--- config.mk ---
export PLATFORM = sky130hd
export DESIGN_NAME = proc_chain_scheduler
export DESIGN_NICKNAME = d
export VERILOG_FILES = /design/src/rtl/proc_chain_scheduler_pkg.sv /design/src/rtl/proc_chain_scheduler_tag_fifo.sv /design/src/rtl/proc_chain_scheduler.sv
export SDC_FILE = /design/constraint.sdc
export NUM_CORES = 1
export LEC_CHECK = 0
export BUFFER_PORTS_ARGS = -buffer_cell sky130_fd_sc_hd__buf_2
export CAP_MARGIN = 20
export CORE_UTILIZATION = 49
export CTS_CLUSTER_SIZE = 28
export DETAILED_ROUTE_END_ITERATION = 10
export PLACE_DENSITY = 0.84
export SYNTH_ARGS = -nofsm -noshare
export SYNTH_HDL_FRONTEND = slang
export SYNTH_SLANG_ARGS = --single-unit
--- constraint.sdc ---
create_clock -name clk -period 2 [get_ports clk]
set_clock_uncertainty 0.05 [all_clocks]
set_input_delay 0.6 -clock clk [delete_from_list [all_inputs] [get_ports clk]]
set_output_delay 0.6 -clock clk [all_outputs]
set_load 0.05 [all_outputs]
--- src/rtl/proc_chain_scheduler_pkg.sv ---
// Shared types and defaults for the processA -> processB -> processC chain scheduler.
// Holds the stage FSM encoding and the small helpers used by the top and its tag queues.
package proc_chain_scheduler_pkg;

  localparam int unsigned BxWDefault     = 2;
  localparam int unsigned AbPagesDefault = 2;
  localparam int unsigned AcPagesDefault = 4;
  localparam int unsigned BcPagesDefault = 2;

  typedef enum logic [0:0] {
    StIdle = 1'b0,
    StRun  = 1'b1
  } stage_state_e;

  // Pointer width for a page count; a single page still needs one bit of port.
  function automatic int unsigned ptr_w(input int unsigned pages);
    return (pages > 1) ? $clog2(pages) : 1;
  endfunction

  // Common IDLE/RUN behaviour of every HLS stage handshake.
  function automatic stage_state_e stage_next(input stage_state_e st, input logic launch,
                                              input logic done);
    stage_state_e nxt;
    nxt = st;
    case (st)
      StIdle:  nxt = launch ? StRun : StIdle;
      StRun:   nxt = done ? StIdle : StRun;
      default: nxt = StIdle;
    endcase
    return nxt;
  endfunction

endpackage

--- src/rtl/proc_chain_scheduler_tag_fifo.sv ---
// BX tag queue: power-of-two depth, simultaneous push/pop allowed, head visible combinationally.
// Storage is reset so the head reads 0 while the queue is empty after reset.
module proc_chain_scheduler_tag_fifo
  import proc_chain_scheduler_pkg::*;
#(
  parameter int unsigned Depth = 2,
  parameter int unsigned Width = 2,
  localparam int unsigned PtrW = ptr_w(Depth),
  localparam int unsigned CntW = $clog2(Depth + 1)
) (
  input  logic             clk_i,
  input  logic             rst_i,
  input  logic             push_i,
  input  logic [Width-1:0] data_i,
  input  logic             pop_i,
  output logic [Width-1:0] head_o,
  output logic [CntW-1:0]  count_o
);

  logic [Width-1:0] mem_q [Depth];
  logic [Width-1:0] mem_d [Depth];
  logic [PtrW-1:0]  wptr_q, wptr_d;
  logic [PtrW-1:0]  rptr_q, rptr_d;
  logic [CntW-1:0]  count_q, count_d;
  logic             wr_en, rd_en;

  always_comb begin
    rd_en   = pop_i && (count_q != '0);
    // A full queue still accepts a push when the head leaves on the same edge.
    wr_en   = push_i && ((count_q != CntW'(Depth)) || rd_en);
    mem_d   = mem_q;
    wptr_d  = wptr_q;
    rptr_d  = rptr_q;
    count_d = count_q;
    if (wr_en) begin
      mem_d[wptr_q] = data_i;
      wptr_d        = wptr_q + PtrW'(1);
    end
    if (rd_en) begin
      rptr_d = rptr_q + PtrW'(1);
    end
    case ({wr_en, rd_en})
      2'b10:   count_d = count_q + CntW'(1);
      2'b01:   count_d = count_q - CntW'(1);
      default: count_d = count_q;
    endcase
  end

  always_ff @(posedge clk_i or posedge rst_i) begin
    if (rst_i) begin
      for (int i = 0; i < int'(Depth); i++) begin
        mem_q[i] <= '0;
      end
      wptr_q  <= '0;
      rptr_q  <= '0;
      count_q <= '0;
    end else begin
      mem_q   <= mem_d;
      wptr_q  <= wptr_d;
      rptr_q  <= rptr_d;
      count_q <= count_d;
    end
  end

  assign head_o  = mem_q[rptr_q];
  assign count_o = count_q;

endmodule

--- src/rtl/proc_chain_scheduler.sv ---
// Sequences processA/B/C via ap_start/ap_done and owns the AB/AC/BC ping-pong page pointers.
// BX tags travel through per-buffer queues so several events can be in flight at once.
module proc_chain_scheduler
  import proc_chain_scheduler_pkg::*;
#(
  parameter int unsigned BX_W     = BxWDefault,
  parameter int unsigned AB_PAGES = AbPagesDefault,
  parameter int unsigned AC_PAGES = AcPagesDefault,
  parameter int unsigned BC_PAGES = BcPagesDefault,
  localparam int unsigned AbPw = ptr_w(AB_PAGES),
  localparam int unsigned AcPw = ptr_w(AC_PAGES),
  localparam int unsigned BcPw = ptr_w(BC_PAGES),
  localparam int unsigned AbCw = $clog2(AB_PAGES + 1),
  localparam int unsigned AcCw = $clog2(AC_PAGES + 1),
  localparam int unsigned BcCw = $clog2(BC_PAGES + 1)
) (
  input  logic            clk,
  input  logic            reset,
  input  logic            evt_valid,
  input  logic [BX_W-1:0] evt_bx,
  output logic            evt_ready,
  output logic            a_start,
  output logic            b_start,
  output logic            c_start,
  input  logic            a_done,
  input  logic            b_done,
  input  logic            c_done,
  output logic [BX_W-1:0] a_bx,
  output logic [BX_W-1:0] b_bx,
  output logic [BX_W-1:0] c_bx,
  output logic [AbPw-1:0] ab_wpage,
  output logic [AbPw-1:0] ab_rpage,
  output logic [AcPw-1:0] ac_wpage,
  output logic [AcPw-1:0] ac_rpage,
  output logic [BcPw-1:0] bc_wpage,
  output logic [BcPw-1:0] bc_rpage,
  output logic            out_valid,
  output logic [BX_W-1:0] out_bx,
  output logic            busy,
  output logic            drop_err
);

  stage_state_e a_st_q, a_st_d;
  stage_state_e b_st_q, b_st_d;
  stage_state_e c_st_q, c_st_d;

  logic [BX_W-1:0] a_bx_q, a_bx_d;
  logic [AbPw-1:0] ab_wpage_q, ab_wpage_d, ab_rpage_q, ab_rpage_d;
  logic [AcPw-1:0] ac_wpage_q, ac_wpage_d, ac_rpage_q, ac_rpage_d;
  logic [BcPw-1:0] bc_wpage_q, bc_wpage_d, bc_rpage_q, bc_rpage_d;
  logic            out_valid_q, out_valid_d;
  logic [BX_W-1:0] out_bx_q, out_bx_d;
  logic            drop_err_q, drop_err_d;

  logic            a_run, b_run, c_run;
  logic            a_fin, b_fin, c_fin;
  logic            evt_acc, b_launch, c_launch;
  logic [AbCw-1:0] occ_ab;
  logic [AcCw-1:0] occ_ac;
  logic [BcCw-1:0] occ_bc;
  logic [BX_W-1:0] qab_head, qac_head, qbc_head;

  // Occupancy of each buffer is exactly the number of tags waiting in its queue.
  proc_chain_scheduler_tag_fifo #(
    .Depth (AB_PAGES),
    .Width (BX_W)
  ) u_q_ab (
    .clk_i   (clk),
    .rst_i   (reset),
    .push_i  (a_fin),
    .data_i  (a_bx_q),
    .pop_i   (b_fin),
    .head_o  (qab_head),
    .count_o (occ_ab)
  );

  proc_chain_scheduler_tag_fifo #(
    .Depth (AC_PAGES),
    .Width (BX_W)
  ) u_q_ac (
    .clk_i   (clk),
    .rst_i   (reset),
    .push_i  (a_fin),
    .data_i  (a_bx_q),
    .pop_i   (c_fin),
    .head_o  (qac_head),
    .count_o (occ_ac)
  );

  proc_chain_scheduler_tag_fifo #(
    .Depth (BC_PAGES),
    .Width (BX_W)
  ) u_q_bc (
    .clk_i   (clk),
    .rst_i   (reset),
    .push_i  (b_fin),
    .data_i  (qab_head),
    .pop_i   (c_fin),
    .head_o  (qbc_head),
    .count_o (occ_bc)
  );

  // Launch decisions use registered occupancy, so a completion frees space one cycle later.
  always_comb begin
    a_run     = (a_st_q == StRun);
    b_run     = (b_st_q == StRun);
    c_run     = (c_st_q == StRun);
    a_fin     = a_run && a_done;
    b_fin     = b_run && b_done;
    c_fin     = c_run && c_done;
    evt_ready = !a_run && (occ_ab < AbCw'(AB_PAGES)) && (occ_ac < AcCw'(AC_PAGES));
    evt_acc   = evt_valid && evt_ready;
    b_launch  = !b_run && (occ_ab != '0) && (occ_bc < BcCw'(BC_PAGES));
    c_launch  = !c_run && (occ_bc != '0) && (occ_ac != '0);
  end

  always_comb begin
    a_st_d      = stage_next(a_st_q, evt_acc, a_done);
    b_st_d      = stage_next(b_st_q, b_launch, b_done);
    c_st_d      = stage_next(c_st_q, c_launch, c_done);
    a_bx_d      = evt_acc ? evt_bx : a_bx_q;
    ab_wpage_d  = ab_wpage_q + AbPw'(a_fin);
    ac_wpage_d  = ac_wpage_q + AcPw'(a_fin);
    ab_rpage_d  = ab_rpage_q + AbPw'(b_fin);
    bc_wpage_d  = bc_wpage_q + BcPw'(b_fin);
    bc_rpage_d  = bc_rpage_q + BcPw'(c_fin);
    ac_rpage_d  = ac_rpage_q + AcPw'(c_fin);
    out_valid_d = c_fin;
    out_bx_d    = c_fin ? qbc_head : out_bx_q;
    drop_err_d  = drop_err_q || (evt_valid && !evt_ready);
  end

  always_ff @(posedge clk or posedge reset) begin
    if (reset) begin
      a_st_q      <= StIdle;
      b_st_q      <= StIdle;
      c_st_q      <= StIdle;
      a_bx_q      <= '0;
      ab_wpage_q  <= '0;
      ab_rpage_q  <= '0;
      ac_wpage_q  <= '0;
      ac_rpage_q  <= '0;
      bc_wpage_q  <= '0;
      bc_rpage_q  <= '0;
      out_valid_q <= 1'b0;
      out_bx_q    <= '0;
      drop_err_q  <= 1'b0;
    end else begin
      a_st_q      <= a_st_d;
      b_st_q      <= b_st_d;
      c_st_q      <= c_st_d;
      a_bx_q      <= a_bx_d;
      ab_wpage_q  <= ab_wpage_d;
      ab_rpage_q  <= ab_rpage_d;
      ac_wpage_q  <= ac_wpage_d;
      ac_rpage_q  <= ac_rpage_d;
      bc_wpage_q  <= bc_wpage_d;
      bc_rpage_q  <= bc_rpage_d;
      out_valid_q <= out_valid_d;
      out_bx_q    <= out_bx_d;
      drop_err_q  <= drop_err_d;
    end
  end

  // In-order flow through B keeps the AC and BC queue heads describing the same event.
  ac_order_a : assert property (@(posedge clk) disable iff (reset) c_fin |-> qac_head == qbc_head);

  assign a_start   = a_run;
  assign b_start   = b_run;
  assign c_start   = c_run;
  assign a_bx      = a_bx_q;
  assign b_bx      = qab_head;
  assign c_bx      = qbc_head;
  assign ab_wpage  = ab_wpage_q;
  assign ab_rpage  = ab_rpage_q;
  assign ac_wpage  = ac_wpage_q;
  assign ac_rpage  = ac_rpage_q;
  assign bc_wpage  = bc_wpage_q;
  assign bc_rpage  = bc_rpage_q;
  assign out_valid = out_valid_q;
  assign out_bx    = out_bx_q;
  assign busy      = a_run || b_run || c_run || (occ_ab != '0) || (occ_ac != '0) || (occ_bc != '0);
  assign drop_err  = drop_err_q;

endmodule

### Yosys cells after proc, flatten, opt, wreduce, memory -nomap -nowiden

Index checks and enable logic that the tools add are counted.

| word-level totals | value |
|---|---|
| word-level logic and storage cells | 127 |
| output and inout bits | 23 |
| register bits | 36 |
| input port bits | 8 |

| operators by class | value |
|---|---|
| equality and inequality tests | 9 |
| reduce and logical (&&, ||, !) cells | 38 |
| $lt $le $gt $ge | 9 |
| $add $sub $neg | 16 |
| bitwise logic cells | 7 |
| multiplexer cells | 24 |

Operators with widths:

| kind | number |
|---|---|
| 1-bit logical AND | 19 |
| 2-bit 2-to-1 mux | 8 |
| 2-bit nonzero test | 5 |
| 1-bit logical OR | 9 |
| 4-bit bitwise mux | 2 |
| 2-bit greater-or-equal comparator, second input constant | 4 |
| 1-bit inverter with 2-bit output | 4 |
| 2-bit case mux with 2 select lines | 2 |
| 2-bit by 1-bit == test with 1-bit output, second input constant | 3 |
| 2-bit == test, second input constant | 3 |
| 1-bit 2-to-1 mux | 6 |
| 1-bit case mux with 2 select lines | 3 |
| 3-bit case mux with 2 select lines | 1 |
| 1-bit adder | 4 |
| 1-bit adder, second input constant | 4 |
| 2-bit by 1-bit adder with 2-bit output | 2 |
| 2-bit by 1-bit adder with 2-bit output, second input constant | 2 |
| 2-bit demux with 1-bit select | 2 |
| 1-bit logical NOT | 4 |
| 2-bit by 1-bit < comparator with 1-bit output, second input constant | 2 |
| 2-bit < comparator, second input constant | 2 |
| 2-bit != test, second input constant | 2 |
| 2-bit by 1-bit subtractor with 2-bit output, second input constant | 2 |
| 3-bit by 1-bit adder with 3-bit output, second input constant | 1 |
| other kinds (5) | 7 |

### Longest topological paths before layout

Gate-level depths: netlist (run 1).

| depth | value |
|---|---|
| depth after elaboration | 6 |
| depth in mapped cells | 7 |
| mapped depth without buffers | 7 |

### Cells and area by module

A second synthesis (run 1) with hierarchy kept.

| second synthesis, totals | value |
|---|---|
| cell total of the unflattened synthesis | 176 |
| area, all modules | 2,280.9 um^2 |

Modules (own cells, without submodules):

| module | area an instance (um^2) | sequential area each (um^2) | cells each | instances |
|---|---|---|---|---|
| proc_chain_scheduler_tag_fifo (u_q_ab ...) | 411.6 | 200.2 | 34 | 2 |
| proc_chain_scheduler_tag_fifo (u_q_ac) | 774.5 | 375.4 | 58 | 1 |
| proc_chain_scheduler | 683.2 | 425.4 | 50 | 1 |

### Worst setup path after synthesis (run 1)

Ideal clock, no wire load.

| timing | value |
|---|---|
| kind | flip-flop to flip-flop |
| from | register c_st_q, in the netlist c_start |
| to | register u_q_ac.count_q[2], in the netlist u_q_ac.count_o[2] |
| path slack | -523 ps |
| arrival time | 2,352 ps |
| path buffers | 1 |
| library setup time | 121 ps |
| cell stages (with the launch flop) | 8 |
| data required time | 1,829 ps |
| period minus slack after synthesis | 2,523 ps |
| cell sequence | dfrtp_1 -> nand2_1 -> buf_4 -> or3_1 -> fa_1 -> or3_1 -> a31oi_1 -> nand2b_1 |

| on the way | value |
|---|---|
| longest elaborated chain between the ends | 6 |
| elaborated cells between the ends (all ways) | 8 |
| classes of those cells | eq/ne (2); mux (1); reduce/logical (5) |

Ends and longest elaborated chain:

| what | RTL line | text |
|---|---|---|
| start: declaration | proc_chain_scheduler.sv:45 | `stage_state_e c_st_q, c_st_d;` |
| start signal: assignment | proc_chain_scheduler.sv:137 | `c_st_q <= StIdle;` |
| start signal: assignment | proc_chain_scheduler.sv:151 | `c_st_q <= c_st_d;` |
| 1-bit logical AND * | proc_chain_scheduler.sv:110 | `c_fin = c_run && c_done;` |
| 1-bit logical AND * | proc_chain_scheduler_tag_fifo.sv:28 | `rd_en = pop_i && (count_q != '0);` |
| 1-bit logical OR | proc_chain_scheduler_tag_fifo.sv:30 | `wr_en = push_i && ((count_q != CntW'(Depth)) \|\| rd_en);` |
| 1-bit logical AND | proc_chain_scheduler_tag_fifo.sv:30 |  |
| 2-bit by 1-bit == test with 1-bit output or 2-bit == test (tied branches) | proc_chain_scheduler_tag_fifo.sv:42 | `case ({wr_en, rd_en})` |
| 3-bit case mux with 2 select lines or 2-bit nonzero test (tied branches) | n/a |  |
| end signal: assignment | proc_chain_scheduler_tag_fifo.sv:61 | `count_q <= count_d;` |
| end: declaration | proc_chain_scheduler_tag_fifo.sv:24 | `logic [CntW-1:0] count_q, count_d;` |

Mark *: on every way between the ends. The rest lies on a longest branch, timed or not.
A chain may end at the register's enable or synchronous reset.

### Worst setup path in the final report (run 1)

| timing | value |
|---|---|
| from | register a_st_q, in the netlist a_start |
| to | register u_q_ac.count_q[2], in the netlist u_q_ac.count_o[2] |

| on the way | value |
|---|---|
| longest elaborated chain between the ends | 4 |
| elaborated cells between the ends (all ways) | 6 |
| classes of those cells | eq/ne (2); mux (1); reduce/logical (3) |

Ends and longest elaborated chain:

| what | RTL line | text |
|---|---|---|
| start: declaration | proc_chain_scheduler.sv:43 | `stage_state_e a_st_q, a_st_d;` |
| start signal: assignment | proc_chain_scheduler.sv:135 | `a_st_q <= StIdle;` |
| start signal: assignment | proc_chain_scheduler.sv:149 | `a_st_q <= a_st_d;` |
| 1-bit logical AND * | proc_chain_scheduler.sv:108 | `a_fin = a_run && a_done;` |
| 1-bit logical AND * | proc_chain_scheduler_tag_fifo.sv:30 |  |
| 2-bit by 1-bit == test with 1-bit output or 2-bit == test (tied branches) | proc_chain_scheduler_tag_fifo.sv:42 |  |
| 3-bit case mux with 2 select lines or 2-bit nonzero test (tied branches) | n/a |  |

Marked as above.

==> impl_metrics.ini, run 1 <==
[worst_setup_path]
crit_fanout = 2
worstPathArrival_ps = 2250
path_class = flip-flop to flip-flop
crit_top_cell = or3_4
cp_num_buf_inv = 1
reg2reg_from = a_start
critPathTopFamily = simple AND/OR/NAND/NOR gates
max_stage_delay_ps = 460
rrSetupSlack_ps = -80
crit_required_ps = 2170
critPathLaunchType = flip-flop
path_cells = nand2_8, inv_2, or3_4, fa_2, or3_4, a31oi_4, nand2b_1
endpoint_kind = flip-flop
crit_path_start = a_start
critical-path-slowest-cell = dfrtp_2

[clock_network]
clock-sinks = 36
cts_buffers = 5
cts_tree = done
insertion_delay_ps = 330
clk_path_buf_depth = 2
htreeDepth = 2
clkTransAtPathRegs_ps = 100
cts-root-buf = clkbuf_4
cts_hold_buf = 0

[finish]
drive_gt1_frac = 0.423
num-nets-final = 206
final_common_cell = dfrtp_1
layout_common_cells = dfrtp_1, buf_2, buf_4
n_antenna_cell = 0
syn2layout_area_growth_pct = 27.7

[grt]
grtUsageTotal = 0.225
overflow = 0
grt_pass1_wl_mm = 5.87
grt_max_degree = 37
grt_pass1_vias = 1306
antenna_found_initial = 0

[yosys]
synth_ff_type = dfrtp_1
seq_area_frac_synth = 0.535
synth_cells = 146
syn_area_per_cell_sq_um = 11.5
ys_types = 36
yosysTopAreaCell = dfrtp_1
synth-seq-cells = 36
synth_fp_nets = 158
netlist_area_sq_um = 1680
synth_area_leaders = dfrtp_1, xnor2_1, mux2_1, mux2_2, xor2_1
synth_edf_count = 0
synth_top_area_frac = 0.535
ys_warn_count = 0
async_flop_share = 1.00

[sta]
tightest_slew_ps = 443
final_max_slew_viol_count = 0
slew_headroom = 0.705
whs_ps = 289
setup_viol = 3
period_minus_slack_ps = 2080
hold_violations = 0
fmax_ghz = 0.481
finalSetupTns_ps = -104
setup_slack_ps = -80.2
rsz0062_at_grt = yes
post-route-period-util = 1.04

[routing]
viasPerCell = 5.15
drc = 0
first_iter_violations = 45
dr_total_vias = 1226
wl_per_cell_microns = 14.9
first_pass_iters = 4
wirelength_mm = 3.55
antenna_left = 0

[worst_hold_path]
hp-class = primary input to async pin

[placement]
place_hpwl_mm = 2.52
port_buffers = 30
gp_routability_congestion = 0.829

[floorplan]
pin_count = 31
start_util = 0.534
die-width_microns = 60.6
die-area_sq_um = 3670
rows = 20
coreArea_sq_um = 3150
die_y_microns = 60.6

[flow_run]
maxCapViolCount = 0

[run_status]
status = finished with violations
violations = setup timing
logic make-up (layout without fill, tap and decap cells):
group                      count (synthesis)  in the layout  share of synthesized area
DFF                                       36             36                      0.535
xor gates and xnor gates                  15             15                     0.0781
muxes                                     14             14                     0.0981
buffers and inverters                     14             62                     0.0349
AOI/OAI and AO/OA                         15             15                     0.0736
adders and majority gates                  4              4                     0.0342
and+or+nand+nor                           48             48                      0.146
final cells by class:
class	instances	area (sq um)
fill	235	1000
sequential	36	906
multi-input combinational	96	793
timing repair buffer	44	289
clock buffer	7	65.1
tap	44	55.1
inverter	11	41.3
repair_timing:
action | CTS | global route
endpoints found under the setup margin | 5 | 7
setup buffers | 1 | 1
pin swaps | 6 | 4
resized for setup | 7 | 17
worst reg2reg max path: stages (launching register included):
cell	delay, ps
dfrtp_2	460
nand2_8	70
inv_2	30
or3_4	370
fa_2	370
or3_4	390
a31oi_4	150
nand2b_1	80
synthesized netlist by cell type, types with 2 or more instances:
master   instances
mux2_4           2
xnor2_1          9
a31oi_1          2
dfrtp_1         36
nand2_2          2
nor3_1           6
o21ai_0          2
xor2_1           6
nand2_4          2
a21oi_1          4
mux2_1           6
mux2_2           6
ha_1             3
nand3_1          3
or3_1            2
a31oi_4          2
nor2_1          13
inv_1           10
nand2_1         13
metrics by stage:
step,utilization,cell area [sq um],setup WS [ps],cells
global placement,0.630,1990,-323,229
global route,0.682,2150,-122,238
CTS,0.662,2090,-57.9,237
floorplan,-,1710,-279,146
detailed placement,0.630,1990,-399,229
finish,0.682,2150,-80.2,238
metal layers:
metal	GRT usage	routed length [microns]
met5	0	0
met4	0.0942	58
met3	0.0704	170
met2	0.367	1830
met1	0.277	1490
final timing paths:
kind | endpoint | depth (start not counted)
max | u_q_ac.count_o[2] | 7
min | u_q_bc.mem_q[0] | 3
max reg2reg | u_q_ac.count_o[2] | 7
min reg2reg | ac_rpage[1] | 1
max in group asynchronous | u_q_ac.count_o[0] | 3
min in group clk | ac_rpage[1] | 1
Power of run 1 is not shown: default switching activity piles up to over one toggle a cycle in this logic, so the estimate is an artifact.
==> run 2, diff against run 1 <==
- CELL_PAD_IN_SITES_DETAIL_PLACEMENT: unset -> 1
- CELL_PAD_IN_SITES_GLOBAL_PLACEMENT: unset -> 1
- CORE_UTILIZATION: 49 -> 39
==> run 2 against run 1 <==
Net effect:
- utilization is 14 points lower
- die area is 25% higher
- cell area is 2.4% higher
- via count is 4.2% higher
- first-iteration DRC count is 100% higher
- worst setup slack worse by 25 ps
- fmax is 1.2% lower
- the run still ends with setup timing left
- hold slack better by 81 ps
- wire length is 19% higher
- flip-flop and latch count stayed put
- register-to-register slack worse by 20 ps
==> impl_metrics.ini, run 2 (synthesis gave the netlist of run 1 again) <==
[run_status]
status = finished with violations
violations = setup timing

[worst_setup_path]
critical-path-slowest-cell = dfrtp_1
crit_top_cell = or3_4
path_class = flip-flop to flip-flop
reg2reg_from = u_q_ac.count_o[2]
crit_required_ps = 2120
critPathLaunchType = flip-flop
rrSetupSlack_ps = -100
reg2reg_depth = 7
max_stage_delay_ps = 410
worstPathArrival_ps = 2220
crit_end = u_q_ac.count_o[2]
crit_fanout = 2
path_cells = nor3_4, buf_4, or3_4, fa_2, or3_4, a31oi_4, nand2b_1
reg2reg_to = u_q_ac.count_o[2]
endpoint_kind = flip-flop
crit_path_start = u_q_ac.count_o[2]

[routing]
wirelength_mm = 4.22
viasPerCell = 5.11
antenna_left = 0
drc = 0
wl_per_cell_microns = 16.9
first_iter_violations = 90
dr_total_vias = 1277
first_pass_iters = 4

[finish]
drive_gt1_frac = 0.430
layout_common_cells = dfrtp_1, buf_2, buf_4
final_common_cell = dfrtp_1
n_antenna_cell = 0
nFillCells = 444
multi_input_area_sq_um = 795
syn2layout_area_growth_pct = 30.9
num-nets-final = 211
ff_latch_area_sq_um = 903
final_cell_area_sq_um = 2200
layout.cells.non_filler = 250

[placement]
place_area_sq_um = 2020
dp_cells = 238
gp_routability_congestion = 0.689
place_hpwl_mm = 2.88
port_buffers = 30

[sta]
fmax_ghz = 0.475
slew_headroom = 0.693
final_max_slew_viol_count = 0
post-route-period-util = 1.05
setup_viol = 2
rsz0062_at_grt = yes
hold_violations = 0
setup_slack_ps = -105
period_minus_slack_ps = 2100
tightest_slew_ps = 461

[clock_network]
insertion_delay_ps = 280
clk_path_buf_depth = 2
cts_tree = done
cts-root-buf = clkbuf_8
cts_buffers = 5
clkTransAtPathRegs_ps = 70
htreeDepth = 2
clock-sinks = 36

[grt]
antenna_found_initial = 0
grtUsageTotal = 0.197
grt_max_degree = 37
grt_pass1_vias = 1390
overflow = 0
grt_pass1_wl_mm = 6.52

[floorplan]
die_y_microns = 67.7
die-area_sq_um = 4580
start_util = 0.415
rows = 23
die-width_microns = 67.7
coreArea_sq_um = 4060
pin_count = 31

[worst_hold_path]
hp-class = primary input to async pin

[flow_run]
maxCapViolCount = 0
[run 2: through the flow]
| step | setup slack [ps] | utilization | hold WS, ps | setup TNS [ps] |
|---|---|---|---|---|
| 5_1_grt | -143 | 0.543 | 414 | -357 |
| 3_3_place_gp | -334 | 0.497 | 398 | -473 |
| 6_report | -105 | 0.543 | 370 | -181 |
| 2_1_floorplan | -279 | - | 404 | -336 |
| 3_5_place_dp | -401 | 0.497 | 412 | -564 |
| 4_1_cts | -50.1 | 0.529 | 375 | -90.8 |
[run 2: cell type report]
class,instances,share of cell area
multi-input combinational,96,0.361
clock inverter,2,0.00455
tap,50,0.0284
timing repair buffer,49,0.139
sequential,36,0.410
inverter,11,0.0199
clock buffer,6,0.0375
[run 2: repair_timing]
| item | CTS | global route |
|---|---|---|
| hold buffers | 0 | 0 |
| pin swaps | 3 | 2 |
| setup endpoints to repair | 3 | 3 |
| hold endpoints to repair | 0 | 0 |
| setup buffers | 0 | 4 |
| resized for setup | 9 | 4 |
[run 2: worst max-delay path, delay by kind of cell (launching register included)]
family,cells,cell delay (ps)
and+or+nand+nor,4,880
buffers and inverters,1,130
DFF,1,410
AOI/OAI and AO/OA,1,140
adders and majority gates,1,360
[run 2: layer usage]
layer  track usage  share of wire  up-vias
li1              -              -      596
met1         0.231           0.41      632
met2         0.334           0.53       42
met3        0.0557          0.045        7
met4        0.0798          0.013        0
met5             0              0        -
[run 2: how the worst min path moves through the flow]
stage / depth (start not counted) / slack [ps] / start / to
2_1_floorplan: 1 / 400 / u_q_ab.mem_q[2] / u_q_ab.mem_q[2]
3_3_place_gp: 1 / 400 / ac_wpage[1] / ac_wpage[1]
3_5_place_dp: 1 / 410 / ac_wpage[1] / ac_wpage[1]
4_1_cts: 3 / 370 / reset / u_q_bc.mem_q[0]
5_1_grt: 3 / 410 / reset / u_q_bc.rptr_q
6_report: 3 / 370 / reset / u_q_bc.rptr_q
Power of run 2 is left out for the same reason.
